--- config.mk ---
export PLATFORM = sky130hd
export DESIGN_NAME = cdc_handshake_tx_flat
export DESIGN_NICKNAME = d
export VERILOG_FILES = /design/src/rtl/cdc_handshake_tx_if.sv /design/src/rtl/cdc_handshake_tx.sv /design/src/flat_wrapper.sv
export SDC_FILE = /design/constraint.sdc
export NUM_CORES = 1
export LEC_CHECK = 0
export CAP_MARGIN = 10
export CORE_MARGIN = 3
export CORE_UTILIZATION = 44
export CTS_BUF_LIST = sky130_fd_sc_hd__clkbuf_4 sky130_fd_sc_hd__clkbuf_8
export DETAILED_ROUTE_END_ITERATION = 6
export HOLD_SLACK_MARGIN = 0.08
export PLACE_DENSITY_LB_ADDON = 0.15
export SLEW_MARGIN = 10
export SYNTH_ARGS = -nofsm -noshare
export SYNTH_HDL_FRONTEND = slang
export SYNTH_SLANG_ARGS = --single-unit
--- constraint.sdc ---
create_clock -name CLK -period 3.1 [get_ports CLK]
set_input_delay 0.62 -clock CLK [delete_from_list [all_inputs] [get_ports CLK]]
set_output_delay 0.62 -clock CLK [all_outputs]
set_load 0.02 [all_outputs]
--- src/rtl/cdc_handshake_tx_if.sv ---
// Source-side signal bundle of the 4-phase REQ/ACK CDC channel.
// SRC_VALID/SRC_READY: a word moves on a CLK edge where both are high; SRC_DATA must hold while SRC_VALID waits.
interface cdc_handshake_tx_if #(
    parameter int DATA_WIDTH = 8
);
    logic [DATA_WIDTH-1:0] SRC_DATA;
    logic                  SRC_VALID;
    logic                  SRC_READY;
    logic [DATA_WIDTH-1:0] TX_DATA;
    logic                  TX_REQ;
    logic                  ACK_IN;
    logic                  BUSY;
    logic                  DONE;
    logic                  TIMEOUT;
    logic [1:0]            state_dbg;

    modport master (
        output SRC_DATA, SRC_VALID, ACK_IN,
        input  SRC_READY, TX_DATA, TX_REQ, BUSY, DONE, TIMEOUT, state_dbg
    );

    modport slave (
        input  SRC_DATA, SRC_VALID, ACK_IN,
        output SRC_READY, TX_DATA, TX_REQ, BUSY, DONE, TIMEOUT, state_dbg
    );
endinterface

--- src/rtl/cdc_handshake_tx.sv ---
// Source-domain end of a 4-phase REQ/ACK CDC channel: captures a word, raises
// TX_REQ, waits for the synchronized ack to rise and fall, optionally times out.
module cdc_handshake_tx #(
    parameter int DATA_WIDTH     = 8,
    parameter int SYNC_STAGES    = 2,
    parameter int TIMEOUT_CYCLES = 0
) (
    input logic              CLK,
    input logic              RST,
    cdc_handshake_tx_if.slave bus
);
    localparam bit TO_EN = (TIMEOUT_CYCLES != 0);
    localparam int CNT_W = (TIMEOUT_CYCLES > 0) ? $clog2(TIMEOUT_CYCLES + 1) : 1;
    localparam logic [CNT_W-1:0] CNT_LAST =
        (TIMEOUT_CYCLES > 0) ? CNT_W'(TIMEOUT_CYCLES - 1) : '0;

    typedef enum logic [1:0] {
        ST_IDLE    = 2'd0,
        ST_REQ     = 2'd1,
        ST_RELEASE = 2'd2
    } state_t;

    state_t                state_q, state_d;
    logic                  req_q, req_d;
    logic [DATA_WIDTH-1:0] data_q, data_d;
    logic                  done_q, done_d;
    logic                  to_q, to_d;
    logic                  acked_q, acked_d;
    logic [CNT_W-1:0]      cnt_q, cnt_d;
    logic [SYNC_STAGES-1:0] ack_sync;
    logic                  ack_s;

    // ACK_IN is asynchronous; only the last stage is safe to decode.
    always_ff @(posedge CLK) begin
        if (!RST) ack_sync <= '0;
        else      ack_sync <= {ack_sync[SYNC_STAGES-2:0], bus.ACK_IN};
    end
    assign ack_s = ack_sync[SYNC_STAGES-1];

    always_ff @(posedge CLK) begin
        if (!RST) begin
            state_q <= ST_IDLE;
            req_q   <= 1'b0;
            data_q  <= '0;
            done_q  <= 1'b0;
            to_q    <= 1'b0;
            acked_q <= 1'b0;
            cnt_q   <= '0;
        end else begin
            state_q <= state_d;
            req_q   <= req_d;
            data_q  <= data_d;
            done_q  <= done_d;
            to_q    <= to_d;
            acked_q <= acked_d;
            cnt_q   <= cnt_d;
        end
    end

    always_comb begin
        state_d = state_q;
        req_d   = req_q;
        data_d  = data_q;
        done_d  = 1'b0;
        to_d    = 1'b0;
        acked_d = acked_q;
        cnt_d   = cnt_q;
        unique case (state_q)
            ST_IDLE: begin
                if (bus.SRC_VALID) begin
                    data_d  = bus.SRC_DATA;
                    req_d   = 1'b1;
                    cnt_d   = '0;
                    acked_d = 1'b0;
                    state_d = ST_REQ;
                end
            end
            ST_REQ: begin
                // An ack arriving on the terminal-count edge takes priority.
                if (ack_s) begin
                    req_d   = 1'b0;
                    acked_d = 1'b1;
                    state_d = ST_RELEASE;
                end else if (TO_EN && cnt_q == CNT_LAST) begin
                    req_d   = 1'b0;
                    to_d    = 1'b1;
                    acked_d = 1'b0;
                    state_d = ST_RELEASE;
                end else if (TO_EN) begin
                    cnt_d = cnt_q + CNT_W'(1);
                end
            end
            ST_RELEASE: begin
                if (!ack_s) begin
                    done_d  = acked_q;
                    state_d = ST_IDLE;
                end
            end
            default: begin
                state_d = ST_IDLE;
                req_d   = 1'b0;
            end
        endcase
    end

    assign bus.SRC_READY = (state_q == ST_IDLE);
    assign bus.BUSY      = (state_q != ST_IDLE);
    assign bus.TX_DATA   = data_q;
    assign bus.TX_REQ    = req_q;
    assign bus.DONE      = done_q;
    assign bus.TIMEOUT   = to_q;
    assign bus.state_dbg = state_q;
endmodule

--- src/flat_wrapper.sv ---
// flat-port wrapper written by rule: the top's interface ports become plain ports
module cdc_handshake_tx_flat 
#(
    parameter int DATA_WIDTH     = 8,
    parameter int SYNC_STAGES    = 2,
    parameter int TIMEOUT_CYCLES = 0
)
  (CLK, RST, bus_SRC_DATA, bus_SRC_VALID, bus_ACK_IN, bus_SRC_READY, bus_TX_DATA, bus_TX_REQ, bus_BUSY, bus_DONE, bus_TIMEOUT, bus_state_dbg);
  cdc_handshake_tx_if #(.DATA_WIDTH(DATA_WIDTH)) bus_i ();
  input logic CLK;
  input logic RST;
  input wire logic [$bits(bus_i.SRC_DATA)-1:0] bus_SRC_DATA;
  input wire logic [$bits(bus_i.SRC_VALID)-1:0] bus_SRC_VALID;
  input wire logic [$bits(bus_i.ACK_IN)-1:0] bus_ACK_IN;
  output wire logic [$bits(bus_i.SRC_READY)-1:0] bus_SRC_READY;
  output wire logic [$bits(bus_i.TX_DATA)-1:0] bus_TX_DATA;
  output wire logic [$bits(bus_i.TX_REQ)-1:0] bus_TX_REQ;
  output wire logic [$bits(bus_i.BUSY)-1:0] bus_BUSY;
  output wire logic [$bits(bus_i.DONE)-1:0] bus_DONE;
  output wire logic [$bits(bus_i.TIMEOUT)-1:0] bus_TIMEOUT;
  output wire logic [$bits(bus_i.state_dbg)-1:0] bus_state_dbg;
  assign bus_i.SRC_DATA = bus_SRC_DATA;
  assign bus_i.SRC_VALID = bus_SRC_VALID;
  assign bus_i.ACK_IN = bus_ACK_IN;
  assign bus_SRC_READY = bus_i.SRC_READY;
  assign bus_TX_DATA = bus_i.TX_DATA;
  assign bus_TX_REQ = bus_i.TX_REQ;
  assign bus_BUSY = bus_i.BUSY;
  assign bus_DONE = bus_i.DONE;
  assign bus_TIMEOUT = bus_i.TIMEOUT;
  assign bus_state_dbg = bus_i.state_dbg;
  cdc_handshake_tx #(.DATA_WIDTH(DATA_WIDTH), .SYNC_STAGES(SYNC_STAGES), .TIMEOUT_CYCLES(TIMEOUT_CYCLES)) u_core (.CLK(CLK), .RST(RST), .bus(bus_i));
endmodule
==> results of run 1 <==
-- worst paths after layout --
check,startpoint,cells past startpoint,to,slack [ns]
worst max-delay path,u_core.bus.state_dbg[0]$_SDFFE_PN0P_,3,bus_BUSY,0.88
worst max register to register,u_core.bus.state_dbg[0]$_SDFFE_PN0P_,2,u_core.bus.TX_DATA[7]$_SDFFE_PN0P_,1.75
worst min-delay path,u_core.ack_sync[0]$_SDFF_PN0_,1,u_core.ack_sync[1]$_SDFF_PN0_,0.45
worst min register to register,u_core.ack_sync[0]$_SDFF_PN0_,1,u_core.ack_sync[1]$_SDFF_PN0_,0.45
-- flip-flops by register name, indices dropped and copies added, names as in the netlist --
signal and count:
u_core.bus.TX_DATA 8, u_core.acked_q 1, u_core.bus.DONE 1, u_core.ack_sync 2, u_core.bus.state_dbg 2, u_core.bus.TX_REQ 1
-- metrics by stage --
stage | worst slack [ns] | hold slack (ns) | power (W)
final | 0.876 | 0.454 | 0.000413
after global routing | 0.779 | 0.483 | 0.000436
after CTS | 0.866 | 0.462 | 0.000419
after global placement | 1.14 | 0.417 | 0.000299
after detailed placement | 1.02 | 0.440 | 0.000302
after floorplan | 1.47 | 0.412 | 0.000261
-- synth_stat cells --
cell type / instances / area share
dfxtp_1: 15 / 0.51
nand2_1: 11 / 0.071
o21ai_0: 9 / 0.077
nand3_1: 8 / 0.069
inv_1: 4 / 0.026
a21oi_1: 2 / 0.017
and2_1: 2 / 0.021
buf_6: 2 / 0.039
a21boi_0: 1 / 0.013
and3_1: 1 / 0.011
buf_2: 1 / 0.0086
buf_4: 1 / 0.013
conb_1: 1 / 0.0064
nand2b_1: 1 / 0.011
nand3_2: 1 / 0.017
nand4_1: 1 / 0.011
nor2_1: 1 / 0.0064
nor3_1: 1 / 0.0086
nor3b_4: 1 / 0.032
o21ai_2: 1 / 0.015
xor2_1: 1 / 0.015
-- routing by layer --
layer  up-vias  global-route usage  part of all wire
met1       231               0.158              0.43
met5         -                   0                 0
met2        29               0.246              0.47
met3         0              0.0558             0.098
li1        266                   -                 -
met4         0              0.0621                 0
-- kinds of logic (layout without fill, tap and decap cells) --
family                    after synthesis  after routing  share of synthesized area
AOI/OAI and AO/OA                      13             13                      0.122
xor gates and xnor gates                1              1                     0.0150
buffers and inverters                   8             33                     0.0856
DFF                                    15             15                      0.514
other                                   1              1                    0.00642
and+or+nand+nor                        28             28                      0.257
-- area by class of cell --
class	instances	area [µm²]	area share
multi-input cells	43	234	0.276
well taps	14	17.5	0.0207
repair buffers	25	250	0.295
inverters	4	15.0	0.0177
flip-flops and latches	15	300	0.355
clock buffers	4	30.0	0.0355
-- power breakdown --
group	total, W	switching [W]	internal (W)
combinational	0.0000841	0.0000413	0.0000428
clock	0.000115	0.0000567	0.0000586
sequential	0.000213	0.00000877	0.000204
==> flow_metrics.py, run 1 <==
metrics = {
    "power_and_ir_drop": {
        "total_leakage_power_nw": 0.324,
        "ir_worst_vdd_uv": 272,
        "power_per_cell_area_mw_per_mm2": 487,
    },
    "global_routing": {
        "grt_pass1_vias": 498,
        "grt_overflow": 0,
        "grt_max_degree": 24,
        "antenna_found_initial": 0,
        "grt_use_total": 0.145,
        "grt_pass1_wl_mm": 2.04,
    },
    "floorplanning": {
        "die_x_um": 42.4,
        "pin_count": 27,
        "core_mm2": 0.00117,
        "start_util": 0.499,
        "num_rows": 12,
        "fp.dieH_um": 42.4,
        "die_area_mm2": 0.00180,
    },
    "sta": {
        "fin_crit_ns": 2.22,
        "slew_headroom": 0.531,
        "period_share": 0.718,
        "tns_ns": 0,
        "finalHoldViolations": 0,
        "fin_skew_ns": 0.00543,
        "finalMaxSlewViolations": 0,
        "max_slew.worst_pin.slew_ns": 0.701,
        "setup_viol": 0,
        "timing.fmax_ghz": 0.450,
        "rsz0062_at_grt": "false",
    },
    "clocking": {
        "clock_latency_ns": 0.27,
        "clkSinkCount": 15,
        "clkSlewWorstSetupHoldPaths_ns": 0.08,
        "cts_root_buffer": "clkbuf_4",
        "post-cts-setup-buffers": 0,
        "cts_resized": 0,
        "cts_inserted_buffers": 3,
        "cts_tree": "built",
        "holdBufCountCts": 0,
        "cts.htree.levels": 1,
        "ctsLongestPathBuffers": 2,
    },
    "flow_run": {
        "timing.max_cap.violations": 0,
    },
    "drt": {
        "routedWlPerCell_um": 11.2,
        "antenna_left": 0,
        "vias_per_cell": 5.01,
        "dr.first_iter.drc_count": 15,
        "dr.pass1.iters": 4,
        "routed_wl_mm": 1.18,
        "drc": 0,
        "vias": 526,
    },
    "place": {
        "port_buffers": 25,
        "place_congestion": 0.663,
        "dp_hpwl_um": 878,
        "dp_cells": 101,
        "dpl_cell_area_um2": 817,
    },
    "critical_path": {
        "worst-setup-path-type": "reg2out",
        "critPathMaxFanout": 7,
        "path_cells": "inv_1, nand2_1, clkdlybuf4s50_1",
        "path_buf_inv": 2,
        "required_ns": 2.48,
        "crit_arrival_ns": 1.60,
        "cp-start-kind": "flip-flop",
        "endpoint_kind": "output pin",
        "critPathSlowestCell": "clkdlybuf4s50_1",
        "cp_top_family": "buffers and inverters",
        "cp_slowest_stage_delay_ns": 0.60,
    },
    "status": {
        "status": "finished clean",
    },
    "cells_and_area": {
        "fin_area_um2": 847,
        "layout-drive-gt1-share": 0.0769,
        "area_growth_pct": 45.0,
        "finalCoreUtilization": 0.723,
        "n_antenna_cell": 0,
        "finalNetCount": 104,
        "final_cell_mix": "clkdlybuf4s50_1 (25), dfxtp_1 (15), nand2_1 (11)",
        "num-fill-cells": 104,
        "stdcell_count": 105,
        "final_common_cell": "clkdlybuf4s50_1",
    },
    "synth": {
        "synth_area_per_cell_um2": 8.85,
        "synth.distinct_cells": 21,
        "synth_nets": 78,
        "syn-instance-count": 66,
        "ys_seq_elements": 15,
        "yosysSeqAreaShare": 0.514,
        "syn_area_um2": 584,
        "ys_warn_count": 0,
    },
    "worst_hold_path": {
        "hp-class": "reg2reg",
    },
}
No activity file was read; power rests on OpenSTA's default activity.
==> run 2, diff against run 1 <==
--- a/config.mk
+++ b/config.mk
@@ -7,7 +7,7 @@
 export LEC_CHECK = 0
 export CAP_MARGIN = 10
 export CORE_MARGIN = 3
-export CORE_UTILIZATION = 44
+export CORE_UTILIZATION = 37
 export CTS_BUF_LIST = sky130_fd_sc_hd__clkbuf_4 sky130_fd_sc_hd__clkbuf_8
 export DETAILED_ROUTE_END_ITERATION = 6
 export HOLD_SLACK_MARGIN = 0.08
==> constraint.sdc (replaced) <==
create_clock -name CLK -period 1.85 [get_ports CLK]
set_input_delay 0.37 -clock CLK [delete_from_list [all_inputs] [get_ports CLK]]
set_output_delay 0.37 -clock CLK [all_outputs]
set_load 0.02 [all_outputs]
==> run 2 against run 1 <==
Flip-flop and latch count unchanged; via count down 1.1%; power up 64%; global-route usage down 2.8 points; final area up 1.5%.
==> flow_metrics.py, run 2 (synthesis gave the netlist of run 1 again) <==
metrics = {
    "critical_path": {
        "critPathSlowestCell": "clkdlybuf4s50_1",
        "crit_arrival_ns": 1.35,
        "path_cells": "clkdlybuf4s50_1",
        "required_ns": 1.48,
        "critPathMaxFanout": 4,
        "endpoint_kind": "output pin",
        "reg2reg_slack_ns": 0.85,
        "r2r-start": "u_core.bus.state_dbg[1]$_SDFFE_PN0P_",
        "cp_top_family": "buffers and inverters",
        "reg2reg_depth": 4,
        "reg2reg_to": "u_core.bus.TX_DATA[7]$_SDFFE_PN0P_",
        "worst-setup-path-type": "reg2out",
        "cp-start-kind": "flip-flop",
        "path_buf_inv": 1,
        "cp_slowest_stage_delay_ns": 0.64,
    },
    "place": {
        "dp_hpwl_um": 827,
        "port_buffers": 25,
        "dp_cells": 104,
        "place_congestion": 0.794,
        "pre_cts_slack_ns": 0.177,
    },
    "clocking": {
        "cts_tree": "built",
        "cts.htree.levels": 1,
        "holdBufCountCts": 0,
        "ctsLongestPathBuffers": 2,
        "clock_latency_ns": 0.28,
        "cts_root_buffer": "clkbuf_4",
        "clkSinkCount": 15,
        "cts_inserted_buffers": 3,
        "clkSlewWorstSetupHoldPaths_ns": 0.08,
    },
    "floorplanning": {
        "pin_count": 27,
        "core_mm2": 0.00138,
        "start_util": 0.423,
        "die_x_um": 45.7,
        "die_area_mm2": 0.00209,
        "num_rows": 13,
        "fp.dieH_um": 45.7,
    },
    "sta": {
        "finalWorstSetupSlack_ns": 0.135,
        "holdWs_ns": 0.439,
        "rsz0062_at_grt": "false",
        "timing.fmax_ghz": 0.583,
        "finalMaxSlewViolations": 0,
        "fin_crit_ns": 1.72,
        "tns_ns": 0,
        "period_share": 0.927,
        "fin_skew_ns": 0.00739,
        "finalHoldViolations": 0,
        "setup_viol": 0,
    },
    "cells_and_area": {
        "n_antenna_cell": 0,
        "largest_register_ffs": 8,
        "finalNetCount": 106,
        "multi_input_area_um2": 234,
        "area_growth_pct": 47.1,
        "final_common_cell": "clkdlybuf4s50_1",
        "stdcell_count": 108,
        "layout-drive-gt1-share": 0.108,
        "register_area_um2": 302,
        "final_cell_mix": "clkdlybuf4s50_1 (23), dfxtp_1 (14), nand2_1 (11)",
        "num-fill-cells": 124,
    },
    "flow_run": {
        "timing.max_cap.violations": 0,
    },
    "global_routing": {
        "antenna_found_initial": 0,
        "grt_max_degree": 18,
        "grt_pass1_vias": 410,
        "grt_pass1_wl_mm": 1.72,
        "grt_overflow": 0,
        "grt_use_total": 0.116,
    },
    "drt": {
        "vias": 520,
        "dr.pass1.iters": 4,
        "drc": 0,
        "antenna_left": 0,
        "routedWlPerCell_um": 10.1,
        "vias_per_cell": 4.81,
        "dr.first_iter.drc_count": 13,
        "routed_wl_mm": 1.09,
    },
    "worst_hold_path": {
        "min_from": "u_core.ack_sync[0]$_SDFF_PN0_",
        "min_to": "u_core.ack_sync[1]$_SDFF_PN0_",
        "hp-class": "reg2reg",
        "hold-path-cell-count": 1,
    },
    "status": {
        "status": "finished clean",
    },
    "power_and_ir_drop": {
        "ir_worst_vdd_uv": 545,
        "total_leakage_power_nw": 0.336,
        "power_per_cell_area_mw_per_mm2": 789,
    },
}
## run 2: cell types whose count changed in the layout (fill, tap and decap cells not counted)
| cell | previous run | this run |
|---|---|---|
| buf_4 | 0 | 2 |
| clkbuf_4 | 4 | 3 |
| clkdlybuf4s50_1 | 25 | 23 |
| clkinv_2 | 0 | 1 |
| dfxtp_1 | 15 | 14 |
| dfxtp_2 | 0 | 1 |
| dlygate4sd2_1 | 0 | 2 |
## run 2: metrics by stage
| step | utilization | cell area, µm² | total power [W] |
|---|---|---|---|
| after floorplan | - | 584 | 0.000438 |
| after global placement | 0.603 | 833 | 0.000507 |
| after detailed placement | 0.603 | 833 | 0.000508 |
| after CTS | 0.622 | 860 | 0.000690 |
| after global routing | 0.622 | 860 | 0.000718 |
| final | 0.622 | 860 | 0.000678 |
## run 2: what timing repair did
| item | in CTS | in global routing |
|---|---|---|
| setup buffers | 0 | 0 |
| resized for setup | 3 | 0 |
| endpoints found under the setup margin | 2 | 0 |
## run 2: worst max-delay path by stage
| stage | startpoint | endpoint | slack (ns) | depth (start not counted) |
|---|---|---|---|---|
| after floorplan | u_core.bus.state_dbg[0]$_SDFFE_PN0P_ | bus_SRC_READY | 0.47 | 3 |
| after global routing | u_core.bus.state_dbg[1]$_SDFFE_PN0P_ | bus_state_dbg[1] | 0.07 | 1 |
| after CTS | u_core.bus.state_dbg[1]$_SDFFE_PN0P_ | bus_state_dbg[1] | 0.11 | 1 |
| after detailed placement | u_core.bus.state_dbg[0]$_SDFFE_PN0P_ | bus_BUSY | 0.18 | 3 |
| final | u_core.bus.state_dbg[1]$_SDFFE_PN0P_ | bus_state_dbg[1] | 0.13 | 1 |
| after global placement | u_core.bus.state_dbg[0]$_SDFFE_PN0P_ | bus_BUSY | 0.23 | 3 |
## run 2: cell type report
| class | count | area share |
|---|---|---|
| clock inverters | 1 | 0.00582 |
| well taps | 15 | 0.0218 |
| clock buffers | 3 | 0.0262 |
| flip-flops and latches | 15 | 0.351 |
| repair buffers | 27 | 0.306 |
| inverters | 4 | 0.0175 |
| multi-input cells | 43 | 0.272 |
## run 2: metal layers
layer,vias to the layer above,track usage,share of wire
li1,272,-,-
met1,227,0.164,0.47
met2,19,0.153,0.43
met3,2,0.0474,0.088
met4,0,0.0511,0.011
met5,-,0,0
## run 2: where the power goes
group | leakage [nW] | total (W) | switching [W] | internal [W]
Combinational | 0.195 | 0.000141 | 0.0000684 | 0.0000724
Sequential | 0.124 | 0.000356 | 0.0000133 | 0.000343
Clock | 0.0177 | 0.000181 | 0.000101 | 0.0000801
Total | 0.336 | 0.000678 | 0.000183 | 0.000495
==> edit 1 (flow settings as in run 2) <==
`DATA_WIDTH` is set to 8 in 3 places; all go to 10.
--- a/src/rtl/cdc_handshake_tx_if.sv
+++ b/src/rtl/cdc_handshake_tx_if.sv
@@ -1,7 +1,7 @@
 // Source-side signal bundle of the 4-phase REQ/ACK CDC channel.
 // SRC_VALID/SRC_READY: a word moves on a CLK edge where both are high; SRC_DATA must hold while SRC_VALID waits.
 interface cdc_handshake_tx_if #(
-    parameter int DATA_WIDTH = 8
+    parameter int DATA_WIDTH = 10
 );
     logic [DATA_WIDTH-1:0] SRC_DATA;
     logic                  SRC_VALID;
--- a/src/rtl/cdc_handshake_tx.sv
+++ b/src/rtl/cdc_handshake_tx.sv
@@ -1,7 +1,7 @@
 // Source-domain end of a 4-phase REQ/ACK CDC channel: captures a word, raises
 // TX_REQ, waits for the synchronized ack to rise and fall, optionally times out.
 module cdc_handshake_tx #(
-    parameter int DATA_WIDTH     = 8,
+    parameter int DATA_WIDTH     = 10,
     parameter int SYNC_STAGES    = 2,
     parameter int TIMEOUT_CYCLES = 0
 ) (
--- a/src/flat_wrapper.sv
+++ b/src/flat_wrapper.sv
@@ -1,7 +1,7 @@
 // flat-port wrapper written by rule: the top's interface ports become plain ports
 module cdc_handshake_tx_flat 
 #(
-    parameter int DATA_WIDTH     = 8,
+    parameter int DATA_WIDTH     = 10,
     parameter int SYNC_STAGES    = 2,
     parameter int TIMEOUT_CYCLES = 0
 )
Interface: changed (resized bus_SRC_DATA and bus_TX_DATA); port bits go from 27 to 31. The function was not compared with the original's and may differ.
==> edit 1 against run 2 <==
- die area rose by 13%
- area after synthesis rose by 15%
- design area is 17% higher
- via count is 13% higher
- wire length is 27% higher
- sequential cell count grew 2
- worst setup slack better by 24 ps
- power up 16%
- sequential power increased by 14%
- critical path type unchanged
- critical endpoint is now bus_state_dbg[0]
- largest cell class unchanged
- largest power group unchanged
- highest routed layer unchanged
==> edit 1: results <==
[outcome]
status = "finished, final reports clean"

[critical_path]
cp-startpoint = "u_core.bus.state_dbg[0]"
crit-reg2reg-capture = "u_core.bus.TX_DATA[6]"
worstSetupEndpoint = "bus_state_dbg[0]"
slowest_delay_ps = 620
r2r_setup_slack_ps = 810
cp.arrival_ps = 1320

[routing]
drt_first_iter_violations = 3
via_count = 586
wl_met2_um = 631
firstDrtPassIters = 3
routedWlPerCell_um = 10.8
route.met3.wl_um = 75
wirelength_met1_um = 645

[final_layout]
final_layout_size_suffix_gt1_share_pct = 11.5
largest_reg_flops = 10
num-nets-final = 119

[yosys]
post_synth_main_area_contributors = "dfxtp_1, nand3_1, o21ai_0, nand2_1, buf_6"
synth_top_cells_by_count = "dfxtp_1, nand2_1, nand3_1"
part_of_the_yosys_area_used_for_sequential_elements_pct = 50.7
postSynthNetCount = 89

[sta]
timing.clock.skew_ps = 0.940

[cts]
ctsRootBufferMaster = "clkbuf_4"
cts_buffer_depth = 2
max_h_tree_level = 1
post_cts_resize_count = 2
clk_pin_slew_ps = 100
numCtsBuffers = 3

[grt]
grt_max_degree = 22
combined_global_route_utilization_of_all_metal_layers_pct = 13.1
use_met1_pct = 18.1
grt_pass1_vias = 535
global_route.usage.met2_pct = 17.4
grt_pass1_wl_um = 2410
gr-usage-met3_pct = 3.99

[place]
gp_routability_congestion = 0.713
io_buffer_count = 29
detailed_place_hpwl_um = 974

[power_and_ir_drop]
power.switching_fraction_pct = 26.7
p_leak_nw = 0.401
==> edit 1: metrics by stage <==
| step | setup slack, ps | power, mW | instance area [µm²] | util, % | std cells |
|---|---|---|---|---|---|
| CTS | 12.6 | 0.791 | 997 | 61.9 | 128 |
| finish | 159 | 0.787 | 1000 | 62.2 | 128 |
| floorplan | 518 | 0.502 | 671 | - | 75 |
| detailed placement | 226 | 0.582 | 965 | 59.9 | 124 |
| global placement | 269 | 0.579 | 965 | 59.9 | 124 |
| global route | 109 | 0.823 | 1000 | 62.2 | 128 |
==> edit 1: layout make-up <==
| cell class | instances | area, µm² |
|---|---|---|
| clock buffers | 4 | 30.0 |
| multi-input cells | 49 | 265 |
| flip-flops and latches | 17 | 343 |
| repair buffers | 31 | 323 |
| fillers | 158 | 609 |
| well taps | 24 | 30.0 |
| inverters | 3 | 11.3 |
==> edit 1: cells by family after synthesis <==
family                    after synthesis  synth area share [%]
other                                   1                 0.559
buffers and inverters                   9                  9.70
DFF                                    17                  50.7
xor gates and xnor gates                1                  1.31
AOI/OAI and AO/OA                      15                  12.9
and+or+nand+nor                        32                  24.8
==> edit 1: how the worst min path moves through the flow <==
stage / startpoint / endpoint / slack [ps] / cells after the start
4_1_cts: u_core.ack_sync[0] / u_core.ack_sync[1] / 460 / 1
3_3_place_gp: u_core.ack_sync[0] / u_core.ack_sync[1] / 420 / 1
6_report: u_core.ack_sync[0] / u_core.ack_sync[1] / 460 / 1
5_1_grt: u_core.ack_sync[0] / u_core.ack_sync[1] / 480 / 1
2_1_floorplan: u_core.ack_sync[0] / u_core.ack_sync[1] / 410 / 1
3_5_place_dp: u_core.ack_sync[0] / u_core.ack_sync[1] / 430 / 1
==> edit 2 (flow settings as in run 2) <==
Made on the original files. `data_q` no longer has a reset.
--- a/src/rtl/cdc_handshake_tx.sv
+++ b/src/rtl/cdc_handshake_tx.sv
@@ -41,7 +41,6 @@
         if (!RST) begin
             state_q <= ST_IDLE;
             req_q   <= 1'b0;
-            data_q  <= '0;
             done_q  <= 1'b0;
             to_q    <= 1'b0;
             acked_q <= 1'b0;
@@ -49,12 +48,15 @@
         end else begin
             state_q <= state_d;
             req_q   <= req_d;
-            data_q  <= data_d;
             done_q  <= done_d;
             to_q    <= to_d;
             acked_q <= acked_d;
             cnt_q   <= cnt_d;
         end
+    end
+
+    always_ff @(posedge CLK) begin
+        data_q <= data_d;
     end
 
     always_comb begin
Behaviour: not the same (Yosys sat finds a counterexample within 4 cycles, from zero or initial values and one cycle with RST low).
==> edit 2 against run 2 <==
- wire length fell by 10%
- power rose by 1.8%
- register-to-register slack got worse by 100 ps
- worst setup slack got worse by 27 ps
- global-route usage fell by 0.96 points
- sequential cell count did not move
- design area fell by 3.3%
- critical path depth rose by 1
- area after synthesis fell by 10%
- sequential power rose by 5.9%
==> edit 2: results <==
[outcome]
status = "finished, final reports clean"

[final_layout]
num-nets-final = 80
largest_reg_flops = 8
final-instance-count-excl-fill = 81
antenna-diode-count = 0
final_layout_size_suffix_gt1_share_pct = 11.9

[critical_path]
crit_fanout = 8
slowest_delay_ps = 610
cp-startpoint = "u_core.bus.state_dbg[0]"
critical_path.top_delay_family = "buffers and inverters"
critical-path-slowest-cell = "clkdlybuf4s50_1"
cp.arrival_ps = 1370

[place]
detailed_place_hpwl_um = 730
place_area_um2 = 798
dpl_worst_slack_ps = 211
gp_routability_congestion = 0.655
dp.cells = 77

[yosys]
post_synth_main_area_contributors = "edfxtp_1, dfxtp_1, nand2b_1, and2_1, nor3b_2"
asyncSetResetFlopFracSynth_pct = 0
postSynthNetCount = 49
post_synth_num_cell_types = 18
synth_edf_count = 8
syn_avg_cell_area_um2 = 14.1
synth_ff_type = "edfxtp_1"
synth_top_cells_by_count = "edfxtp_1, dfxtp_1, nand2b_1"
synthesis.yosys.warnings = 0
part_of_the_yosys_area_used_for_sequential_elements_pct = 72.7

[grt]
grt_pass1_wl_um = 1500
combined_global_route_utilization_of_all_metal_layers_pct = 10.7
grt_pass1_vias = 325
grt_max_degree = 11
grt_antenna_before_repair = 0

[routing]
wirelength_met1_um = 415
firstDrtPassIters = 2
routedWlPerCell_um = 12.0
drt.antenna.violating_nets = 0
drt_first_iter_violations = 2
wl_met2_um = 479
route.met3.wl_um = 70
via_count = 363

[cts]
ctsRootBufferMaster = "clkbuf_4"
post_cts_resize_count = 2
post_cts_setup_bufs = 0
max_h_tree_level = 1
cts_buffer_depth = 2
clk_pin_slew_ps = 80
numCtsBuffers = 3

[min_path]
hold_path.class = "reg -> reg"
hold_path_startpoint = "u_core.ack_sync[0]"

[sta]
timing.clock.skew_ps = 4.08
fin_tns_setup_ps = 0

[power_and_ir_drop]
p_leak_nw = 0.328
power.ir.vdd_worst_v = 0.000517
power.switching_fraction_pct = 22.5
==> edit 2: cell count changes in the layout (fill, tap and decap cells not counted), sizes merged, moves of 2 or more <==
cell           run 2  this run
nand3              9         0
inv                4         2
nand2             11         0
edfxtp             0         8
dfxtp             15         7
o21ai             10         2
nand2b             1         4
==> edit 2: cell type report <==
cell class,count,area [µm²]
Tap cell,14,17.5
Clock buffer,4,30.0
Sequential cell,15,382
Multi-Input combinational cell,19,128
Fill cell,88,385
Inverter,2,7.51
Timing Repair Buffer,27,267
==> edit 2: layer usage <==
| layer | track usage [%] | up-vias |
|---|---|---|
| met1 | 12.8 | 158 |
| met2 | 17.4 | 17 |
| met4 | 3.61 | 0 |
| met3 | 4.15 | 2 |
| met5 | 0 | - |
| li1 | - | 186 |
==> edit 2: cell families (layout without fill, tap and decap cells) <==
logic type                after synthesis  in the layout  synth area share, %
buffers and inverters                   3             33                 2.87
other                                   1              1                0.717
and+or+nand+nor                        12             12                 16.0
xor gates and xnor gates                1              1                 1.67
AOI/OAI and AO/OA                       5              5                 5.98
DFF                                    15             15                 72.7
==> edit 2: path summary, 6_finish.rpt <==
kind                            slack, ps  depth (start not counted)               endpoint
worst max-delay path                  110                          2       bus_state_dbg[0]
worst min-delay path                  440                          1     u_core.ack_sync[1]
worst max register to register        750                          3  u_core.bus.TX_DATA[7]
worst min register to register        440                          1     u_core.ack_sync[1]
==> edit 2: power by group through the flow <==
stage / Clock, mW / Sequential, mW / Combinational [mW]
floorplan: 0 / 0.408 / 0.0290
global placement: 0 / 0.384 / 0.121
detailed placement: 0 / 0.385 / 0.123
CTS: 0.198 / 0.378 / 0.122
global route: 0.212 / 0.379 / 0.126
finish: 0.193 / 0.377 / 0.120
